==> src/rtl/mm_array_ctrl.sv <==
// rtl/mm_array_ctrl.sv - sequencer for the NxN fixed-point matrix-multiply PE array
module mm_array_ctrl #(
    parameter int N            = 4,
    parameter int DATA_WIDTH   = 12,
    parameter int OUTPUT_WIDTH = 12,
    parameter int DRAIN_CYC    = 6,
    localparam int AW = (N > 1) ? $clog2(N) : 1,
    localparam int RW = (N * N > 1) ? $clog2(N * N) : 1
) (
    input  logic                             clk,
    input  logic                             rst,
    input  logic                             start,
    output logic                             busy,
    output logic                             done,
    output logic [AW-1:0]                    op_addr,
    output logic                             op_en,
    input  logic [N*DATA_WIDTH-1:0]          a_rdata,
    input  logic [N*DATA_WIDTH-1:0]          b_rdata,
    output logic [N*DATA_WIDTH-1:0]          row_data,
    output logic [N*DATA_WIDTH-1:0]          col_weight,
    output logic                             pe_clear,
    input  logic [N*N*OUTPUT_WIDTH-1:0]      arr_result,
    output logic                             wr_en,
    input  logic                             wr_ready,
    output logic [RW-1:0]                    wr_addr,
    output logic [OUTPUT_WIDTH-1:0]          wr_data
);

    // One counter serves FETCH, DRAIN and WRITEBACK, so size it for the longest phase.
    localparam int CNT_MAX = (N * N > DRAIN_CYC) ? N * N : DRAIN_CYC;
    localparam int CW      = $clog2(CNT_MAX + 1);

    typedef enum logic [2:0] {
        S_IDLE,
        S_CLEAR,
        S_FETCH,
        S_DRAIN,
        S_WB,
        S_DONE
    } state_t;

    state_t                          state_q, state_d;
    logic [CW-1:0]                   cnt_q, cnt_d;
    logic                            feed_vld_q, feed_vld_d;
    logic [N*DATA_WIDTH-1:0]         row_q, row_d;
    logic [N*DATA_WIDTH-1:0]         col_q, col_d;
    logic                            pe_clear_q, pe_clear_d;
    logic [N*N*OUTPUT_WIDTH-1:0]     snap_q, snap_d;
    logic [RW-1:0]                   wb_idx;

    assign wb_idx     = cnt_q[RW-1:0];
    assign row_data   = row_q;
    assign col_weight = col_q;
    assign pe_clear   = pe_clear_q;

    // Next-state, counter, snapshot capture and per-state outputs.
    always_comb begin
        state_d = state_q;
        cnt_d   = cnt_q;
        snap_d  = snap_q;
        busy    = (state_q != S_IDLE);
        done    = (state_q == S_DONE);
        op_en   = 1'b0;
        op_addr = '0;
        wr_en   = 1'b0;
        wr_addr = '0;
        wr_data = '0;
        case (state_q)
            S_IDLE: begin
                if (start) begin
                    state_d = S_CLEAR;
                end
            end
            S_CLEAR: begin
                cnt_d   = '0;
                state_d = S_FETCH;
            end
            S_FETCH: begin
                op_en   = 1'b1;
                op_addr = cnt_q[AW-1:0];
                if (cnt_q == CW'(N - 1)) begin
                    cnt_d   = '0;
                    state_d = S_DRAIN;
                end else begin
                    cnt_d = cnt_q + 1'b1;
                end
            end
            S_DRAIN: begin
                // The last drain cycle is the first one where every PE output is final.
                if (cnt_q == CW'(DRAIN_CYC - 1)) begin
                    snap_d  = arr_result;
                    cnt_d   = '0;
                    state_d = S_WB;
                end else begin
                    cnt_d = cnt_q + 1'b1;
                end
            end
            S_WB: begin
                wr_en   = 1'b1;
                wr_addr = wb_idx;
                for (int i = 0; i < N * N; i++) begin
                    if (wb_idx == RW'(i)) begin
                        wr_data = snap_q[i*OUTPUT_WIDTH +: OUTPUT_WIDTH];
                    end
                end
                if (wr_ready) begin
                    if (cnt_q == CW'(N * N - 1)) begin
                        cnt_d   = '0;
                        state_d = S_DONE;
                    end else begin
                        cnt_d = cnt_q + 1'b1;
                    end
                end
            end
            S_DONE: begin
                state_d = S_IDLE;
            end
            default: begin
                state_d = S_IDLE;
            end
        endcase
    end

    // Feed path: memory data lands one cycle after op_en; zero otherwise so the array holds.
    always_comb begin
        feed_vld_d = op_en;
        row_d      = feed_vld_q ? a_rdata : '0;
        col_d      = feed_vld_q ? b_rdata : '0;
        pe_clear_d = (state_d == S_CLEAR);
    end

    // State and datapath registers; reset aborts any job in flight.
    always_ff @(posedge clk or posedge rst) begin
        if (rst) begin
            state_q    <= S_IDLE;
            cnt_q      <= '0;
            feed_vld_q <= 1'b0;
            row_q      <= '0;
            col_q      <= '0;
            pe_clear_q <= 1'b0;
            snap_q     <= '0;
        end else begin
            state_q    <= state_d;
            cnt_q      <= cnt_d;
            feed_vld_q <= feed_vld_d;
            row_q      <= row_d;
            col_q      <= col_d;
            pe_clear_q <= pe_clear_d;
            snap_q     <= snap_d;
        end
    end

endmodule

==> config.mk <==
export PLATFORM = sky130hd
export DESIGN_NAME = mm_array_ctrl
export DESIGN_NICKNAME = d
export VERILOG_FILES = /design/src/rtl/mm_array_ctrl.sv
export SDC_FILE = /design/constraint.sdc
export NUM_CORES = 1
export LEC_CHECK = 0
export ABC_AREA = 1
export CAP_MARGIN = 30
export CELL_PAD_IN_SITES_DETAIL_PLACEMENT = 1
export CELL_PAD_IN_SITES_GLOBAL_PLACEMENT = 1
export CORE_ASPECT_RATIO = 0.75
export CORE_MARGIN = 2
export CORE_UTILIZATION = 38
export DETAILED_ROUTE_END_ITERATION = 7
export GPL_TIMING_DRIVEN = 0
export PLACE_DENSITY_LB_ADDON = 0.1
export SYNTH_ARGS = -nofsm -noshare
export SYNTH_HDL_FRONTEND = slang
export SYNTH_SLANG_ARGS = --single-unit
==> constraint.sdc <==
create_clock -name clk -period 23.1 [get_ports clk]
set_clock_uncertainty 0.15 [all_clocks]
set_input_delay 2.31 -clock clk [delete_from_list [all_inputs] [get_ports clk]]
set_output_delay 2.31 -clock clk [all_outputs]
set_load 0.02 [all_outputs]
Yosys cells after proc, flatten, opt, wreduce, memory -nomap -nowiden
Index checks and enable logic that the tools add are counted.
{ "word_totals": {"reg_bits": 298, "input_bits": 292, "out_inout_bits": 119, "word_cells": 73} }
{ "classes": {"n_addsub": 1, "n_eq_ne": 25, "n_mux": 34, "n_reduce_logical": 6} }
{ "ops": {"columns": ["cell", "n"], "rows": [
  ["$mux 12", 17],
  ["$mux 48", 2],
  ["$eq 4x4->1 const B", 8],
  ["$mux 5", 4],
  ["$pmux 5 s4", 1],
  ["$eq 4x3->1 const B", 4],
  ["$mux 3", 5],
  ["$pmux 3 s5", 1],
  ["$eq 4x2->1 const B", 2],
  ["$eq 3x1->1 const B", 2],
  ["$eq 3x2->1 const B", 2],
  ["$eq 3x3->1 const B", 2],
  ["$add 5x1->5 const B", 1],
  ["$eq 5x2->1 const B", 1],
  ["$eq 5x3->1 const B", 1],
  ["$eq 5x4->1 const B", 1],
  ["$eq 4x1->1 const B", 1],
  ["$logic_not 4->1", 1],
  ["$mux 4", 1],
  ["$reduce_and 2->1", 2],
  ["$reduce_bool 4->1", 1],
  ["$logic_not 3->1", 1],
  ["$reduce_bool 3->1", 1],
  ["$mux 1", 2],
  ["2 further kinds", 2]
]} }

Depth between registers and ports, before layout
{ "depth": {"depth_word": 18, "ltp_mapped": 20, "ltp_nobuf": 19} }

Least setup slack after synthesis
Ideal clock, no wire load.
{ "synth_path": {"path_kind": "register to output", "from": "register cnt_q[1]", "to": "output wr_data[7]", "t_arrival_ns": 2.212, "required_ns": 20.640, "path_slack_ns": 18.428, "path_stages_with_launch": 20, "path_buffers": 1, "cell_sequence": "dfrtp_1 -> inv_1 -> ha_1 -> inv_1 -> nor2_1 -> buf_2 -> nand2_1 -> nand3_1 -> o211ai_1 -> nand2_1 -> nand2_1 -> nand2_1 -> nand2_1 -> nand3b_1 -> nand2_1 -> nand3_1 -> nand2_1 -> nand2_1 -> nand2_1 -> a21oi_1"} }
{ "synth_between": {"elab_chain_cells": 18, "elab_cells_between_ends": 33, "cone_classes": "eq/ne: 15; mux: 17; reduce/logical: 1"} }
{ "synth_lines": {"columns": ["item", "line", "rtl"], "rows": [
  ["start: declaration", "43", "logic [CW-1:0] cnt_q, cnt_d;"],
  ["start signal: assignment", "144", "cnt_q <= cnt_d;"],
  ["$logic_not 4->1", "102", "if (wb_idx == RW'(i)) begin"],
  ["$mux 12 (15 in a row)", "102", null],
  ["$mux 12 (*)", "102", null],
  ["$mux 12 (*)", "68", "case (state_q)"],
  ["end: declaration", "26", "output logic [OUTPUT_WIDTH-1:0] wr_data"]
]} }
Every way passes the cells marked *; elsewhere a longest branch is shown, timed or not.

Final worst setup path
{ "layout_path": {"from": "register cnt_q[1]", "to": "output wr_data[9]"} }
Same word-level chain as after synthesis.

==> results.md <==
- Final GP Congestion: 0.828
- Placed insts: 2201
- Peak VDD IR: 0.0000757 V
- I/O Pins: 411
- Tcrit/Tclk final: 28.5%
- Synth Net Count: 1637
- Skew-Pair Late Insertion Delay: 0.53 ns
- Number of H-tree levels: 2
- Number of buffers inserted by port buffering: 410
- Outcome: finished clean
- Final min period: 6.58 ns
- Area delta synth->final: 45.2%
- Cell leakage power: 9.12 nW
- CP max stage delay: 0.66 ns
- YS warnings: 0
- CTS tree: built
- Post-CTS sizing: 0
- Drt wl/cell: 20.6 µm
- P per Cell Area: 96.5 nW/µm²
- Mapped Cells: 1339
- Final Max Slew Viols: 0
- Max-cap viol count: 0
- DR vias/cell: 4.80
- Tightest Pin Transition: 0.764 ns
- Syn Area/Cell: 9.72 µm²
- Most frequent cells in the layout: clkdlybuf4s50_1, nand2_1, dfrtp_1
- Cts bufs inserted: 34
- HPWL Detailed: 35.4 mm
- Critical path's top delay family: simple AND/OR/NAND/NOR gates
- Critical Path RT: 20.64 ns
- WP data arrival: 4.12 ns
- Overall routing resource usage: 26.1%
- # rows: 58
- Non-Filler Instances: 2260
- Commonest non-fill, non-tap cell in the layout: clkdlybuf4s50_1
- Initial core utilization: 38.7%
- First-pass DRT Iterations: 4
- ANT nets after route: 0
- Unrepaired setup endpoints after global routing: no
- Initial DRC count: 565
- Post-synthesis register bit count: 298
- Crit. End Element: primary output
- Clock sink count: 298
- Die width: 218 µm
- Initial antenna violation count: 6
- Clk slew on worst S/H paths: 0.06 ns
- Layout cell share with drive strength beyond 1: 14.2%
- Hold Crit Class: flop to flop
- Worst-case clock buffer depth: 3
- CP max-delay cell: clkdlybuf4s50_1
- Final Hold Fails: 0
- Post-route DRC: 0
- Slew HR: 49.1%
- Core area: 33700 µm²
- Worst Path Max Fanout: 10
- Die area: 35800 µm²
- Setup TNS: 0 ns
- DR vias: 10800
- Hold-fix buffers, CTS: 0
- CTS root buf: clkbuf_16
- Cell repeated most along the worst path: nand2_1
- Critical Path Start Type: flop
- Largest net degree at the start of global routing: 127
- Crit path cell chain: inv_1 > ha_1 > inv_1 > nor2_1 > buf_2 > nand2_1 > nand3_1 > nand2_1 > nand2_1 > nand2_1 > nand2_1 > nand2_1 > nand3_1 > nand2_1 > nand3_1 > nand3_1 > nand3_1 > nand2_1 > a21oi_1 > clkdlybuf4s50_1
- Mapped Area: 13000 µm²
- Vias in the first global route: 12100
- Distinct cells, synth: 27
- CP bufs+invs: 4
- Total wire length: 46.5 mm
- GR Overflow Total: 0
- Die height: 164 µm
- Final nets: 2085
- First-pass GRT wire length: 69.8 mm
- Kind of critical path: flop to primary output
- Post-synthesis sequential area ratio: 57.3%
- Final Setup Violations: 0
- Maximum clock rate: 152 MHz
- Post-CTS Setup Inserts: 0
[synthesized netlist by cell type]
cell / n / share of area [%]
inv_1: 186 / 5.4
buf_6: 10 / 0.86
nor3_1: 2 / 0.077
xor2_1: 1 / 0.067
buf_1: 5 / 0.14
a21oi_1: 86 / 3.3
or2_2: 1 / 0.048
o21ai_1: 5 / 0.19
nor2_4: 2 / 0.17
o21ai_0: 21 / 0.81
nor2_2: 2 / 0.096
nand3b_1: 6 / 0.35
dfrtp_1: 298 / 57
nand2_1: 328 / 9.5
ha_1: 6 / 0.58
nand2_2: 2 / 0.096
buf_4: 2 / 0.12
mux2_2: 159 / 14
clkbuf_1: 24 / 0.69
nand4_1: 6 / 0.29
inv_2: 2 / 0.058
buf_2: 22 / 0.85
a31oi_1: 1 / 0.048
o211ai_1: 4 / 0.23
o22ai_1: 2 / 0.096
nor2_1: 105 / 3.0
nand3_1: 51 / 2.0
[metrics by stage]
step / hold WS (ns) / setup WS [ns] / power (mW) / utilization (%) / cell area (µm²)
floorplan: 0.320 / 12.41 / 0.952 / - / 13000
global placement: 0.332 / 8.26 / 1.25 / 52.5 / 17700
detailed placement: 0.342 / 17.08 / 1.27 / 52.7 / 17700
CTS: 0.356 / 16.49 / 1.84 / 56.1 / 18900
global route: 0.365 / 16.17 / 1.93 / 56.1 / 18900
finish: 0.351 / 16.52 / 1.82 / 56.1 / 18900
[final cells by class]
type | count | area [µm²]
clock inverter | 10 | 156
inverter | 188 | 713
sequential | 298 | 7460
tap | 450 | 563
multi-input combinational | 790 | 4510
buffer | 63 | 347
antenna | 4 | 10.0
timing repair buffer | 412 | 4160
clock buffer | 45 | 983
fill | 3764 | 14800
[per-layer routing]
metal  GRT usage (%)  wire (µm)  up-vias
met1            32.0      19300     5362
met4            9.71       1640        2
met5               0         11        -
li1                -          -     5082
met2            43.2      22000      312
met3            8.37       3580       91
[flip-flops by register name, indices dropped and copies added, names as in the netlist]
signal,flops
state_q,3
pe_clear,1
col_weight,48
snap_q,192
cnt_q,5
feed_vld_q,1
row_data,48
[power by group]
part	internal, mW	switching, mW
clock	0.342	0.221
sequential	0.603	0.0329
combinational	0.238	0.386
total	1.18	0.640
[logic make-up after synthesis]
family | count (synthesis) | share of synthesized area [%]
AND/OR/NAND/NOR | 505 | 15.6
multiplexers | 159 | 13.8
XOR/XNOR | 1 | 0.0673
adder cells (fa/ha/maj) | 6 | 0.577
flip-flops | 298 | 57.3
buffers and inverters | 251 | 8.08
AO/OA/AOI/OAI | 119 | 4.68
[worst paths after layout]
kind	startpoint	endpoint	slack (ns)	cells after the start
setup / recovery	cnt_q[1]	wr_data[9]	16.52	20
hold / removal	snap_q[191]	snap_q[191]	0.35	1
setup reg to reg	cnt_q[1]	snap_q[109]	20.27	11
hold reg to reg	snap_q[191]	snap_q[191]	0.35	1
max in group asynchronous	rst	snap_q[75]	19.13	4
min in group asynchronous	rst	col_weight[42]	2.07	2
Power figures use the tool's default switching activity.
